===== config.mk =====
export PLATFORM = sky130hd
export DESIGN_NAME = aib_model_top
export DESIGN_NICKNAME = d
export VERILOG_FILES = /design/src/rtl/aib_model_pkg.sv /design/src/rtl/aib_model_csr.sv /design/src/rtl/aib_model_top.sv
export SDC_FILE = /design/constraint.sdc
export NUM_CORES = 1
export LEC_CHECK = 0
export ABC_AREA = 0
export BUFFER_PORTS_ARGS = -buffer_cell sky130_fd_sc_hd__buf_2
export CELL_PAD_IN_SITES_DETAIL_PLACEMENT = 2
export CELL_PAD_IN_SITES_GLOBAL_PLACEMENT = 2
export CORE_ASPECT_RATIO = 1.4
export CORE_UTILIZATION = 31
export DETAILED_ROUTE_END_ITERATION = 12
export GPL_ROUTABILITY_DRIVEN = 0
export GPL_TIMING_DRIVEN = 0
export PLACE_DENSITY = 0.88
export SETUP_SLACK_MARGIN = 0.1
export SLEW_MARGIN = 30
export SYNTH_ARGS = -nofsm -noshare
export SYNTH_HDL_FRONTEND = slang
export SYNTH_SLANG_ARGS = --single-unit

===== constraint.sdc =====
create_clock -name i_cfg_avmm_clk -period 2.2 [get_ports i_cfg_avmm_clk]
set_input_delay 0.11 -clock i_cfg_avmm_clk [delete_from_list [all_inputs] [get_ports i_cfg_avmm_clk]]
set_output_delay 0.11 -clock i_cfg_avmm_clk [all_outputs]
set_load 0.005 [all_outputs]

===== src/rtl/aib_model_pkg.sv =====
// Shared definitions for the AIB channel model: CSR offsets, ID constant,
// calibration length, link FSM states and the CTRL register layout.
// Optional feature macro: AIB_MODEL_LOOPBACK_EN (enables CTRL.loopback).
package aib_model_pkg;

  // CSR byte offsets. Only address bits [10:0] are decoded.
  localparam logic [10:0] CTRL_OFS   = 11'h200;
  localparam logic [10:0] STATUS_OFS = 11'h204;
  localparam logic [10:0] ID_OFS     = 11'h208;
  localparam logic [10:0] TX_CNT_OFS = 11'h20C;
  localparam logic [10:0] RX_CNT_OFS = 11'h210;

  // The upper 24 bits of the ID register. The low byte is the channel ID.
  localparam logic [23:0] ID_UPPER = 24'hA1B200;

  // Number of cycles the link stays in CALIB before it reaches LINK_UP.
  localparam int unsigned CALIB_CYCLES = 16;

  // Writable CTRL bits. Without the loopback feature, bit2 is held at 0.
  // It then reads 0, and the RX source mux always selects i_rx_bump.
`ifdef AIB_MODEL_LOOPBACK_EN
  localparam logic [2:0] CTRL_WMASK = 3'b111;
`else
  localparam logic [2:0] CTRL_WMASK = 3'b011;
`endif

  typedef enum logic [1:0] {
    ST_IDLE    = 2'd0,
    ST_CALIB   = 2'd1,
    ST_LINK_UP = 2'd2
  } link_state_e;

  typedef struct packed {
    logic loopback;  // bit2
    logic rx_en;     // bit1
    logic tx_en;     // bit0
  } ctrl_t;

endpackage


===== src/rtl/aib_model_csr.sv =====
// AVMM slave for the AIB channel model. It decodes CTRL, STATUS, ID,
// TX_CNT and RX_CNT. Writes complete at once. Reads stall for one cycle.
// The read data then returns with a one-cycle rdatavld pulse.
// Optional feature macro: AIB_MODEL_LOOPBACK_EN (via CTRL_WMASK).
module aib_model_csr
  import aib_model_pkg::*;
#(
  parameter logic [7:0] CHNL_ID = 8'd0
) (
  input  logic        clk_i,
  input  logic        rst_n_i,
  input  logic [10:0] addr_i,
  input  logic [3:0]  byte_en_i,
  input  logic        write_i,
  input  logic        read_i,
  input  logic [31:0] wdata_i,
  output logic [31:0] rdata_o,
  output logic        rdatavld_o,
  output logic        waitreq_o,
  input  logic        link_up_i,
  input  logic        tx_active_i,
  input  logic        rx_active_i,
  input  logic [31:0] tx_cnt_i,
  input  logic [31:0] rx_cnt_i,
  output ctrl_t       ctrl_o
);

  ctrl_t       ctrl_q;
  logic        rd_vld_q;
  logic [31:0] rdata_q;
  logic [31:0] rd_mux;
  logic        rd_accept;

  // CTRL uses only byte lane 0. The other lanes and bits cannot change anything.
  logic unused_wr_bits;
  assign unused_wr_bits = ^{byte_en_i[3:1], wdata_i[31:3]};

  // A read is accepted on its first cycle. The following cycle is the
  // completion cycle, even if the master still holds read high.
  // A write that arrives with a read takes priority, and the read is ignored.
  assign rd_accept = read_i & ~write_i & ~rd_vld_q;
  assign waitreq_o = rd_accept;

  // Read data mux: unmapped offsets return zero.
  always_comb begin
    // NOTE: a default assignment first means no path leaves rd_mux unassigned, so no latch is inferred.
    rd_mux = '0;
    case (addr_i)
      CTRL_OFS:   rd_mux = {29'd0, ctrl_q};
      STATUS_OFS: rd_mux = {29'd0, rx_active_i, tx_active_i, link_up_i};
      ID_OFS:     rd_mux = {ID_UPPER, CHNL_ID};
      TX_CNT_OFS: rd_mux = tx_cnt_i;
      RX_CNT_OFS: rd_mux = rx_cnt_i;
      default:    rd_mux = '0;
    endcase
  end

  // CTRL register: the only writable location. Byte lane 0 holds every implemented bit.
  always_ff @(posedge clk_i or negedge rst_n_i) begin
    if (!rst_n_i) begin
      ctrl_q <= '0;
    end else if (write_i && (addr_i == CTRL_OFS) && byte_en_i[0]) begin
      // NOTE: sequential state uses non-blocking assignments, so every flop samples pre-edge values.
      ctrl_q <= ctrl_t'(wdata_i[2:0] & CTRL_WMASK);
    end
  end

  // Read response: the data is captured on accept and presented for one cycle. It is zero otherwise.
  always_ff @(posedge clk_i or negedge rst_n_i) begin
    if (!rst_n_i) begin
      rd_vld_q <= 1'b0;
      rdata_q  <= '0;
    end else begin
      rd_vld_q <= rd_accept;
      rdata_q  <= rd_accept ? rd_mux : '0;
    end
  end

  assign rdata_o    = rdata_q;
  assign rdatavld_o = rd_vld_q;
  assign ctrl_o     = ctrl_q;

endmodule


===== src/rtl/aib_model_top.sv =====
// AIB channel model top. It holds the link FSM, the registered TX/RX data
// path and the activity counters. The CSR block is instantiated here.
// Optional feature macro: AIB_MODEL_LOOPBACK_EN (RX may source i_data_in).
module aib_model_top
  import aib_model_pkg::*;
#(
  parameter int          DATAWIDTH = 40,
  parameter int unsigned CHNL_ID   = 0
) (
  input  logic                 i_cfg_avmm_clk,
  input  logic                 i_cfg_avmm_rst_n,
  input  logic [16:0]          i_cfg_avmm_addr,
  input  logic [3:0]           i_cfg_avmm_byte_en,
  input  logic                 i_cfg_avmm_write,
  input  logic                 i_cfg_avmm_read,
  input  logic [31:0]          i_cfg_avmm_wdata,
  output logic [31:0]          o_cfg_avmm_rdata,
  output logic                 o_cfg_avmm_rdatavld,
  output logic                 o_cfg_avmm_waitreq,
  input  logic                 i_conf_done,
  input  logic                 ns_mac_rdy,
  input  logic [DATAWIDTH-1:0] i_data_in,
  output logic [DATAWIDTH-1:0] o_tx_bump,
  input  logic [DATAWIDTH-1:0] i_rx_bump,
  output logic [DATAWIDTH-1:0] o_data_out,
  output logic                 o_link_up
);

  localparam logic [3:0] CAL_LAST = 4'(CALIB_CYCLES - 1);

  link_state_e          state_q;
  logic [3:0]           cal_cnt_q;
  logic                 link_up_q;
  logic [31:0]          tx_cnt_q;
  logic [31:0]          rx_cnt_q;
  logic [DATAWIDTH-1:0] tx_q;
  logic [DATAWIDTH-1:0] rx_q;
  logic [DATAWIDTH-1:0] rx_src;
  ctrl_t                ctrl;
  logic                 link_req;
  logic                 tx_active;
  logic                 rx_active;

  // Address bits above [10:0] are not decoded, so the register map aliases.
  logic unused_addr_hi;
  assign unused_addr_hi = ^i_cfg_avmm_addr[16:11];

  assign link_req  = i_conf_done & ns_mac_rdy;
  assign tx_active = link_up_q & ctrl.tx_en;
  assign rx_active = link_up_q & ctrl.rx_en;

  // The loopback bit can only be set when the loopback feature is built in.
  assign rx_src = ctrl.loopback ? i_data_in : i_rx_bump;

  // Link FSM. A dropped request returns it to IDLE from any state.
  // CALIB lasts CALIB_CYCLES cycles. o_link_up is registered with the state.
  always_ff @(posedge i_cfg_avmm_clk or negedge i_cfg_avmm_rst_n) begin
    if (!i_cfg_avmm_rst_n) begin
      state_q   <= ST_IDLE;
      cal_cnt_q <= '0;
      link_up_q <= 1'b0;
    end else if (!link_req) begin
      state_q   <= ST_IDLE;
      cal_cnt_q <= '0;
      link_up_q <= 1'b0;
    end else begin
      case (state_q)
        ST_IDLE: begin
          state_q   <= ST_CALIB;
          cal_cnt_q <= '0;
        end
        ST_CALIB: begin
          if (cal_cnt_q == CAL_LAST) begin
            state_q   <= ST_LINK_UP;
            link_up_q <= 1'b1;
          end else begin
            cal_cnt_q <= cal_cnt_q + 4'd1;
          end
        end
        ST_LINK_UP: link_up_q <= 1'b1;
        default: begin
          state_q   <= ST_IDLE;
          link_up_q <= 1'b0;
        end
      endcase
    end
  end

  // Activity counters: they saturate, and they clear once the link is not staying up.
  always_ff @(posedge i_cfg_avmm_clk or negedge i_cfg_avmm_rst_n) begin
    if (!i_cfg_avmm_rst_n) begin
      tx_cnt_q <= '0;
      rx_cnt_q <= '0;
    end else if (!link_up_q || !link_req) begin
      tx_cnt_q <= '0;
      rx_cnt_q <= '0;
    end else begin
      if (tx_active && (tx_cnt_q != '1)) tx_cnt_q <= tx_cnt_q + 32'd1;
      if (rx_active && (rx_cnt_q != '1)) rx_cnt_q <= rx_cnt_q + 32'd1;
    end
  end

  // Data path: one-cycle registered pass-through. It outputs zero while inactive.
  always_ff @(posedge i_cfg_avmm_clk or negedge i_cfg_avmm_rst_n) begin
    if (!i_cfg_avmm_rst_n) begin
      tx_q <= '0;
      rx_q <= '0;
    end else begin
      tx_q <= tx_active ? i_data_in : '0;
      rx_q <= rx_active ? rx_src : '0;
    end
  end

  aib_model_csr #(
    .CHNL_ID (8'(CHNL_ID))
  ) u_csr (
    .clk_i       (i_cfg_avmm_clk),
    .rst_n_i     (i_cfg_avmm_rst_n),
    .addr_i      (i_cfg_avmm_addr[10:0]),
    .byte_en_i   (i_cfg_avmm_byte_en),
    .write_i     (i_cfg_avmm_write),
    .read_i      (i_cfg_avmm_read),
    .wdata_i     (i_cfg_avmm_wdata),
    .rdata_o     (o_cfg_avmm_rdata),
    .rdatavld_o  (o_cfg_avmm_rdatavld),
    .waitreq_o   (o_cfg_avmm_waitreq),
    .link_up_i   (link_up_q),
    .tx_active_i (tx_active),
    .rx_active_i (rx_active),
    .tx_cnt_i    (tx_cnt_q),
    .rx_cnt_i    (rx_cnt_q),
    .ctrl_o      (ctrl)
  );

  assign o_tx_bump  = tx_q;
  assign o_data_out = rx_q;
  assign o_link_up  = link_up_q;

endmodule


==> impl_metrics.tcl, run 1 <==
set metrics [dict create \
    cts-root-buf "clkbuf_16" \
    crit_path_frequent_cell "buf_4" \
    hold_path.class "primary input to asynchronous set/reset pin" \
    design.portCount 254 \
    detailedPlace.worstSlack_ns -0.183 \
    regArea_sq_um 4690 \
    areaGrowthSynthToFinish_pct 44.9 \
    power_density_nw_per_um2 610 \
    seq_power_share_pct 47.3 \
    combinationalPowerShare_pct 5.2 \
    detail_route.wirelength_microns 41300 \
    timing_worst_setup_path_type "flop to flop" \
    route.detailed.drc 0 \
    postSynthAreaPerCell_sq_um 10.5 \
    highest-signal-layer "met5" \
    cell_count_after_synthesis 778 \
    multi_input_area_sq_um 3530 \
    cell_internal_pwr_uw 5370 \
    layout_commonest_cell "buf_2" \
    drv_cap 0 \
    floorplan.initialDensity_pct 31.5 \
    final_cell_mix "buf_2, dfrtp_1, and3_1, dlygate4sd3_1, a21oi_1" \
    antenna_found_initial 4 \
    critical_path.cell_chain "ha_4, and4_1, buf_6, nand4_1, nor4_4, buf_4, buf_4, o21ai_0, a21oi_1" \
    reg2reg_depth 9 \
    tritoncts_num_sinks 186 \
    nNetsFinal 1283 \
    final_number_of_hold_violating_endpoints 0 \
    wl_met3_microns 2430 \
    violations "negative setup slack" \
    drive_above_1_share_pct 34.4 \
    instance_count_after_placement_with_tap_cells_included 1317 \
    synth-seq-cells 186 \
    dr_total_vias 8577 \
    first_global_vias 9440 \
    timing.rr.start "tx_cnt_q[1]" \
    fp.dieArea_sq_um 27100 \
    cellLeakagePower_uw 0.00569 \
    fmax_mhz 422 \
    cts-root-to-sink-buffers 2 \
    drt_iter0_markers 534 \
    power.ir.vdd_worst_v 0.000537 \
    cts.clk_slew.worst_paths_ns 0.09 \
    critPathBufInv 3 \
    h-tree-depth 4 \
    critPathArrivalTime_ns 2.74 \
    mappedNetlistArea_sq_um 8180 \
    maxSlewViolCount 0 \
    grt_start_max_net_pins 72 \
    postLayoutSetupSlackWorst_ns -0.167 \
    n_fill_cell 2595 \
    crit_path_top_delay_cell "dfrtp_2" \
    tritoncts.num_buffers 17 \
    final_cell_count_no_fill 1476 \
    route.met2.wl_microns 21900 \
    placement_rows 70 \
    routed_wire_length_per_instance_microns 28.0 \
    power.share.switching_pct 25.7 \
    insertion_delay_ns 0.45 \
    timing.clock.skew_ns 0.0146 \
    cp_data_required_time_ns 2.57 \
    post-dp-hpwl_microns 22600 \
    drt_pass1_iterations 5 \
    viasPerCell 5.81 \
    tritoncts_clock_tree "built" \
    grt_first_pass_wirelength_microns 57300 \
    fin_hold_ws_ns 0.165 \
    grt_overflow 0 \
    rr_endpoint "tx_cnt_q[0]" \
    worst_slew_margin_rel_pct 50.0 \
    layout_worst_path_cycle_share_pct 108 \
    tightest_slew_ns 0.750 \
    p_clk_share_pct 47.5 \
    yosysWarningCount 0 \
    globalRouteTotalUtil_pct 28.1 \
    antenna_violating_nets_post_route 0 \
    met1_length_microns 14700 \
    regToRegSetupSlack_ns -0.17 \
    port_buffers 213 \
    grt_setup_unrepaired "true" \
    crit_path_end_kind "flop" \
    outcome "complete, but fails checks" \
    layout_min_cycle_time_ns 2.37 \
    cpPeakStageDelay_ns 0.44 \
    number_of_endpoints_failing_setup_at_the_final_stage 12 \
    totalPowerFinal_uw 7240 \
    crit_path_max_fanout 6 \
    power_switching_uw 1860 \
    cp_top_family "simple AND/OR/NAND/NOR gates" \
    ys_seq_area_share_pct 56.9 \
    crit_path_start_kind "flop" \
    core_sq_um 26000 \
    synth_cell_types 60 \
    die_h_microns 194 \
    synth_fp_nets 924 \
    fp.dieW_microns 139 \
]
[how the worst max path moves through the flow]
stage	start	endpoint	slack, ns	cells after the start
after floorplan	rx_cnt_q[0]	rx_cnt_q[22]	0.25	6
after global placement	i_cfg_avmm_rst_n	o_tx_bump[33]	-2.12	1
after detailed placement	tx_cnt_q[0]	tx_cnt_q[3]	-0.18	8
after CTS	rx_cnt_q[25]	rx_cnt_q[6]	0.005	6
after global routing	tx_cnt_q[1]	tx_cnt_q[0]	-0.26	9
final	tx_cnt_q[1]	tx_cnt_q[0]	-0.17	9
[worst register-to-register path: stages (launching register included)]
cell and delay, ns:
dfrtp_2 0.44, ha_4 0.19, and4_1 0.23, buf_6 0.14, nand4_1 0.21, nor4_4 0.40
buf_4 0.22, buf_4 0.13, o21ai_0 0.13, a21oi_1 0.20
[per-stage QoR]
stage / TNS [ns] / utilization (%) / area (sq um)
floorplan: 0 / - / 8180
finish: -0.705 / 45.6 / 11900
global route: -1.76 / 45.6 / 11900
CTS: 0 / 43.7 / 11400
detailed placement: -5.96 / 37.4 / 9720
global placement: -403.34 / 37.1 / 9650
[repair_timing]
item | 4_1_cts | 5_1_grt
endpoints found under the hold margin | 218 | 0
endpoints found under the setup margin | 73 | 90
buffers inserted | 13 | 27
gates resized for setup | 26 | 92
pin swaps | 3 | 22
hold buffers | 85 | 0
cloned | 0 | 1
[routing by layer]
layer / vias up / global-route usage [%]
met2: 436 / 51.7
met4: 4 / 14.1
met5: - / 0
met3: 154 / 6.08
met1: 4393 / 30.0
li1: 3590 / -
[state kept, by name, indices dropped and copies added (netlist names)]
signal / flops
u_csr.rdata_o: 32
cal_cnt_q: 4
rx_cnt_q: 32
u_csr.ctrl_o: 2
o_tx_bump: 40
o_data_out: 40
u_csr.rdatavld_o: 1
tx_cnt_q: 32
o_link_up: 1
state_q: 2
[power by group through the flow]
stage / combinational (uW) / sequential (uW) / clock [uW]
6_report: 375 / 3420 / 3440
5_1_grt: 400 / 3420 / 3550
3_3_place_gp: 199 / 3490 / 0
4_1_cts: 345 / 3420 / 3360
3_5_place_dp: 225 / 3490 / 0
2_1_floorplan: 29.3 / 3490 / 0
[cells by family (layout without fill, tap and decap cells)]
kind of cell | Yosys count | in the layout | share of synthesized area, %
other cells | 0 | 2 | 0
fa+ha+maj | 7 | 7 | 1.07
compound gates | 169 | 169 | 12.9
simple gates | 337 | 337 | 24.1
flops | 186 | 186 | 56.9
buf+inv | 65 | 437 | 3.39
mux | 6 | 6 | 0.795
xor+xnor | 8 | 8 | 0.856
[Yosys cell counts (all sizes together)]
| library cell | n | area share (%) |
|---|---|---|
| a2111oi | 2 | 0.29 |
| o21ai | 37 | 2.3 |
| xor2 | 4 | 0.43 |
| and3 | 90 | 6.9 |
| a211oi | 1 | 0.092 |
| mux2i | 2 | 0.24 |
| dlygate4sd1 | 2 | 0.21 |
| nor4b | 1 | 0.11 |
| nor4 | 8 | 0.69 |
| o41ai | 1 | 0.11 |
| nand4 | 27 | 2.2 |
| nor3 | 4 | 0.31 |
| nand2b | 1 | 0.077 |
| ha | 7 | 1.1 |
| or4 | 16 | 1.5 |
| and4b | 2 | 0.24 |
| a22oi | 31 | 2.8 |
| and2 | 4 | 0.32 |
| inv | 14 | 0.64 |
| or2 | 4 | 0.31 |
| a41o | 2 | 0.24 |
| o211ai | 4 | 0.37 |
| nand2 | 41 | 1.9 |
| clkbuf | 39 | 1.8 |
| dfrtp | 186 | 57 |
| or3 | 35 | 2.8 |
| a31o | 4 | 0.43 |
| mux2 | 4 | 0.55 |
| nand3 | 29 | 1.8 |
| o2111ai | 1 | 0.11 |
| nand3b | 1 | 0.092 |
| nand4b | 1 | 0.11 |
| buf | 10 | 0.75 |
| xnor2 | 4 | 0.43 |
| o31ai | 16 | 1.6 |
| a31oi | 4 | 0.31 |
| and4 | 14 | 1.6 |
| nor2 | 53 | 2.4 |
| and4bb | 1 | 0.15 |
| a21oi | 63 | 3.9 |
| or4b | 1 | 0.17 |
| nor3b | 4 | 0.37 |
| a222oi | 2 | 0.24 |
| a311oi | 1 | 0.11 |
[layout make-up]
type	instances	area share, %
tap	324	3.42
inverter	14	0.443
clock inverter	14	1.49
multi-input combinational	527	29.8
clock buffer	18	3.70
antenna	2	0.0422
sequential	186	39.5
buffer	50	2.24
timing repair buffer	341	19.4
Note: power is estimated with default switching activity, not from simulation.
==> run 2: changes to the inputs <==
--- a/config.mk
+++ b/config.mk
@@ -7,7 +7,7 @@
 export LEC_CHECK = 0
 export ABC_AREA = 0
 export BUFFER_PORTS_ARGS = -buffer_cell sky130_fd_sc_hd__buf_2
-export CELL_PAD_IN_SITES_DETAIL_PLACEMENT = 2
+export CELL_PAD_IN_SITES_DETAIL_PLACEMENT = 1
 export CELL_PAD_IN_SITES_GLOBAL_PLACEMENT = 2
 export CORE_ASPECT_RATIO = 1.4
 export CORE_UTILIZATION = 31
==> impl_metrics.tcl, run 2 (same netlist as run 1, synthesis figures left out) <==
set metrics [dict create \
    design.portCount 254 \
    cellLeakagePower_uw 0.00558 \
    nNetsFinal 1265 \
    grt_overflow 0 \
    timing.clock.skew_ns 0.0111 \
    n_fill_cell 2903 \
    tritoncts.num_buffers 17 \
    final_number_of_hold_violating_endpoints 0 \
    areaGrowthSynthToFinish_pct 41.2 \
    drt_iter0_markers 363 \
    layout_worst_path_cycle_share_pct 97.1 \
    hold_path.class "primary input to flop" \
    fp.dieW_microns 139 \
    antenna_violating_nets_post_route 0 \
    drt_pass1_iterations 4 \
    min_to "cal_cnt_q[1]" \
    drv_cap 0 \
    layout_commonest_cell "buf_2" \
    detail_route.wirelength_microns 30200 \
    critPathArrivalTime_ns 2.48 \
    worst_slew_margin_rel_pct 55.1 \
    cts.clk_slew.worst_paths_ns 0.07 \
    floorplan.initialDensity_pct 31.5 \
    layout_min_cycle_time_ns 2.14 \
    hp-start "ns_mac_rdy" \
    antenna_found_initial 1 \
    tightest_slew_ns 0.671 \
    maxSlewViolCount 0 \
    drive_above_1_share_pct 31.3 \
    detailedPlace.worstSlack_ns -0.130 \
    postLayoutSetupSlackWorst_ns 0.0635 \
    h-tree-depth 4 \
    timing.rr.start "tx_cnt_q[0]" \
    grt_start_max_net_pins 72 \
    timing_worst_setup_path_type "flop to flop" \
    fmax_mhz 468 \
    dr_total_vias 7843 \
    multi_input_area_sq_um 3420 \
    viasPerCell 5.38 \
    reg2reg_depth 9 \
    regToRegSetupSlack_ns 0.06 \
    placement_rows 70 \
    globalRouteTotalUtil_pct 22.1 \
    rr_endpoint "tx_cnt_q[8]" \
    power_density_nw_per_um2 594 \
    cts-root-to-sink-buffers 2 \
    post-dp-hpwl_microns 20500 \
    cts-root-buf "clkbuf_16" \
    final_cell_mix "buf_2, dfrtp_1, and3_1, dlygate4sd3_1, a21oi_1" \
    final_design_area_no_fill_sq_um 11500 \
    regArea_sq_um 4680 \
    placed_cell_area_sq_um 9720 \
    power.ir.vdd_worst_v 0.000550 \
    core_sq_um 26000 \
    holdPathStages 3 \
    routed_wire_length_per_instance_microns 20.7 \
    tritoncts_clock_tree "built" \
    port_buffers 213 \
    first_global_vias 8342 \
    crit_path_start_kind "flop" \
    route.detailed.drc 0 \
    grt_first_pass_wirelength_microns 46100 \
    crit_path_end_kind "flop" \
    grt_setup_unrepaired "true" \
    insertion_delay_ns 0.43 \
    tritoncts_num_sinks 186 \
    outcome "finished, final reports clean" \
    startpoint "tx_cnt_q[0]" \
    fp.dieArea_sq_um 27100 \
    number_of_endpoints_failing_setup_at_the_final_stage 0 \
    crit_path_max_fanout 7 \
    cp_data_required_time_ns 2.55 \
    die_h_microns 194 \
]
## run 2: worst max path at each step
stage / to / slack, ns / cells after the start
after floorplan: rx_cnt_q[22] / 0.25 / 6
after global placement: o_tx_bump[33] / -2.12 / 1
after detailed placement: tx_cnt_q[3] / -0.13 / 8
after CTS: tx_cnt_q[28] / 0.10 / 4
after global routing: tx_cnt_q[8] / -0.04 / 9
final: tx_cnt_q[8] / 0.06 / 9
## run 2: layout make-up
type | count | area share (%)
sequential | 186 | 40.5
multi-input combinational | 527 | 29.6
timing repair buffer | 323 | 18.7
clock buffer | 19 | 3.83
tap | 324 | 3.51
buffer | 50 | 2.26
clock inverter | 13 | 1.14
inverter | 14 | 0.455
antenna | 1 | 0.0217
## run 2: power breakdown
group | internal (uW) | switching, uW
Clock | 1630 | 1460
Combinational | 186 | 161
Sequential | 3420 | 2.78
Total | 5240 | 1630
## run 2: repair_timing
| action | CTS | global route |
|---|---|---|
| endpoints found under the setup margin | 78 | 51 |
| gates resized for setup | 23 | 54 |
| pin swaps | 2 | 12 |
| gates cloned | 0 | 2 |
| hold buffers | 84 | 1 |
| buffers inserted | 5 | 16 |
| endpoints found under the hold margin | 185 | 1 |
## run 2: routing by layer
| layer | part of all wire (%) | wire (microns) | GRT usage [%] |
|---|---|---|---|
| met5 | 0 | 0 | 0 |
| met3 | 5.6 | 1680 | 5.80 |
| met2 | 53 | 16100 | 40.9 |
| met4 | 2.7 | 807 | 7.82 |
| met1 | 38 | 11600 | 24.0 |
## run 2: worst max-delay path, stage by stage (launching register included)
cell	delay, ns
dfrtp_1	0.43
ha_2	0.23
and4_1	0.16
buf_6	0.13
nand4_1	0.16
nor4_4	0.06
buf_4	0.16
buf_6	0.13
or3_2	0.44
a21oi_1	0.15
## run 2: through the flow
| stage | power (uW) | std cells | utilization, % | hold WS (ns) | TNS [ns] |
|---|---|---|---|---|---|
| floorplan | 3520 | 778 | - | -0.186 | 0 |
| global placement | 3690 | 1315 | 37.1 | 0.346 | -403.34 |
| detailed placement | 3710 | 1317 | 37.4 | 0.0462 | -3.25 |
| CTS | 6910 | 1438 | 43.2 | 0.00572 | 0 |
| global route | 7080 | 1457 | 44.4 | 0.171 | -0.0438 |
| finish | 6860 | 1457 | 44.4 | 0.115 | 0 |
==> run 3: changes to the inputs <==
--- a/config.mk
+++ b/config.mk
@@ -15,6 +15,7 @@
 export GPL_ROUTABILITY_DRIVEN = 0
 export GPL_TIMING_DRIVEN = 0
 export PLACE_DENSITY = 0.88
+export REMOVE_ABC_BUFFERS = 1
 export SETUP_SLACK_MARGIN = 0.1
 export SLEW_MARGIN = 30
 export SYNTH_ARGS = -nofsm -noshare
==> impl_metrics.tcl, run 3 (same netlist as run 1, synthesis figures left out) <==
set metrics [dict create \
    timing.clock.skew_ns 0.0127 \
    die_h_microns 194 \
    critPathArrivalTime_ns 2.43 \
    outcome "finished, final reports clean" \
    placement_rows 70 \
    cts.clk_slew.worst_paths_ns 0.08 \
    final_cell_count_no_fill 1409 \
    instance_count_after_placement_with_tap_cells_included 1274 \
    dr_total_vias 7720 \
    timing_worst_setup_path_type "flop to flop" \
    core_sq_um 26000 \
    fp.dieW_microns 139 \
    tightest_slew_ns 0.859 \
    layout_commonest_cell "buf_2" \
    critPathBufInv 1 \
    maxSlewViolCount 0 \
    tritoncts.num_buffers 17 \
    layout_worst_path_cycle_share_pct 93.9 \
    cpPeakStageDelay_ns 0.57 \
    final_number_of_hold_violating_endpoints 0 \
    port_buffers 214 \
    crit_cells 6 \
    fmax_mhz 484 \
    drive_above_1_share_pct 31.9 \
    routed_wire_length_per_instance_microns 21.5 \
    placed_cell_area_sq_um 9620 \
    antenna_violating_nets_post_route 0 \
    hold_path.class "primary input to flop" \
    drt_iter0_markers 417 \
    power.ir.vdd_worst_v 0.000530 \
    totalPowerFinal_uw 6940 \
    grt_start_max_net_pins 85 \
    route.detailed.drc 0 \
    final_cell_mix "buf_2, dfrtp_1, and3_1, dlygate4sd3_1, a21oi_1" \
    crit_path_start_kind "flop" \
    crit_path_end_kind "flop" \
    grt_overflow 0 \
    tritoncts_clock_tree "built" \
    cp_data_required_time_ns 2.56 \
    critical_path.cell_chain "buf_12, and4_4, nand4_4, or4_4, or3_1, a21oi_1" \
    floorplan.initialDensity_pct 31.5 \
    design.portCount 254 \
    cp_top_family "simple AND/OR/NAND/NOR gates" \
    worst_slew_margin_rel_pct 42.2 \
    grt_first_pass_wirelength_microns 47700 \
    number_of_endpoints_failing_setup_at_the_final_stage 0 \
    grt_setup_unrepaired "true" \
    crit_path_max_fanout 11 \
    drt_pass1_iterations 6 \
    layout_min_cycle_time_ns 2.06 \
    areaGrowthSynthToFinish_pct 39.2 \
    nNetsFinal 1216 \
    post-dp-hpwl_microns 18000 \
    cts-root-buf "clkbuf_16" \
    holdPathStages 2 \
    detail_route.wirelength_microns 30200 \
    insertion_delay_ns 0.44 \
    crit_path_top_delay_cell "or4_4" \
    power_density_nw_per_um2 609 \
    reg2reg_depth 6 \
    first_global_vias 8189 \
    h-tree-depth 4 \
    fin_hold_ws_ns 0.0462 \
    drv_cap 0 \
    cellLeakagePower_uw 0.00542 \
    tritoncts_num_sinks 186 \
    cts-root-to-sink-buffers 2 \
    fp.dieArea_sq_um 27100 \
    final_design_area_no_fill_sq_um 11400 \
    fin_util_pct 43.8 \
    globalRouteTotalUtil_pct 22.7 \
    viasPerCell 5.48 \
    antenna_found_initial 2 \
]
==> run 3: per-stage QoR <==
stage | TNS, ns | worst slack, ns
5_1_grt | 0 | 0.0424
4_1_cts | 0 | 0.103
3_3_place_gp | -568.76 | -3.23
6_report | 0 | 0.135
2_1_floorplan | -45.11 | -1.21
3_5_place_dp | -11.96 | -0.442
==> run 3: final cells by class <==
type	instances	area [sq um]
repair buffers	324	2260
diodes	2	5.00
well taps	324	405
clock inverters	14	156
fillers	2900	14600
inverters	14	52.6
multi-input cells	527	3390
clock buffers	18	429
flip-flops and latches	186	4680
==> run 3: layer usage <==
| layer | wire length (microns) | vias to the layer above | GRT usage [%] |
|---|---|---|---|
| met5 | 0 | - | 0 |
| met4 | 1010 | 0 | 9.05 |
| met3 | 1720 | 61 | 5.24 |
| met2 | 15300 | 264 | 40.1 |
| met1 | 12200 | 3920 | 26.4 |
| li1 | - | 3475 | - |
==> run 3: where the power goes <==
part / total [uW] / switching, uW / internal (uW)
Combinational: 352 / 165 / 187
Sequential: 3420 / 2.70 / 3420
Clock: 3170 / 1550 / 1620
Total: 6940 / 1720 / 5220
==> run 3: timing repair <==
item                       in CTS  in global routing
hold endpoints to repair      138                  0
resized for setup              11                 42
setup endpoints to repair      59                 66
pin swaps                       2                  2
cloned                          2                  0
hold buffers                   84                  0
setup buffers                  11                  4
==> run 3: final timing paths <==
path	start	endpoint	slack (ns)
worst min register to register	state_q[1]	state_q[1]	0.59
worst max register to register	u_csr.ctrl_o[0]	tx_cnt_q[23]	0.14
min in group asynchronous	i_cfg_avmm_rst_n	o_tx_bump[36]	0.19
worst min-delay path	i_data_in[1]	o_tx_bump[1]	0.05
worst max-delay path	u_csr.ctrl_o[0]	tx_cnt_q[23]	0.14
max in group asynchronous	i_cfg_avmm_rst_n	o_data_out[37]	0.95
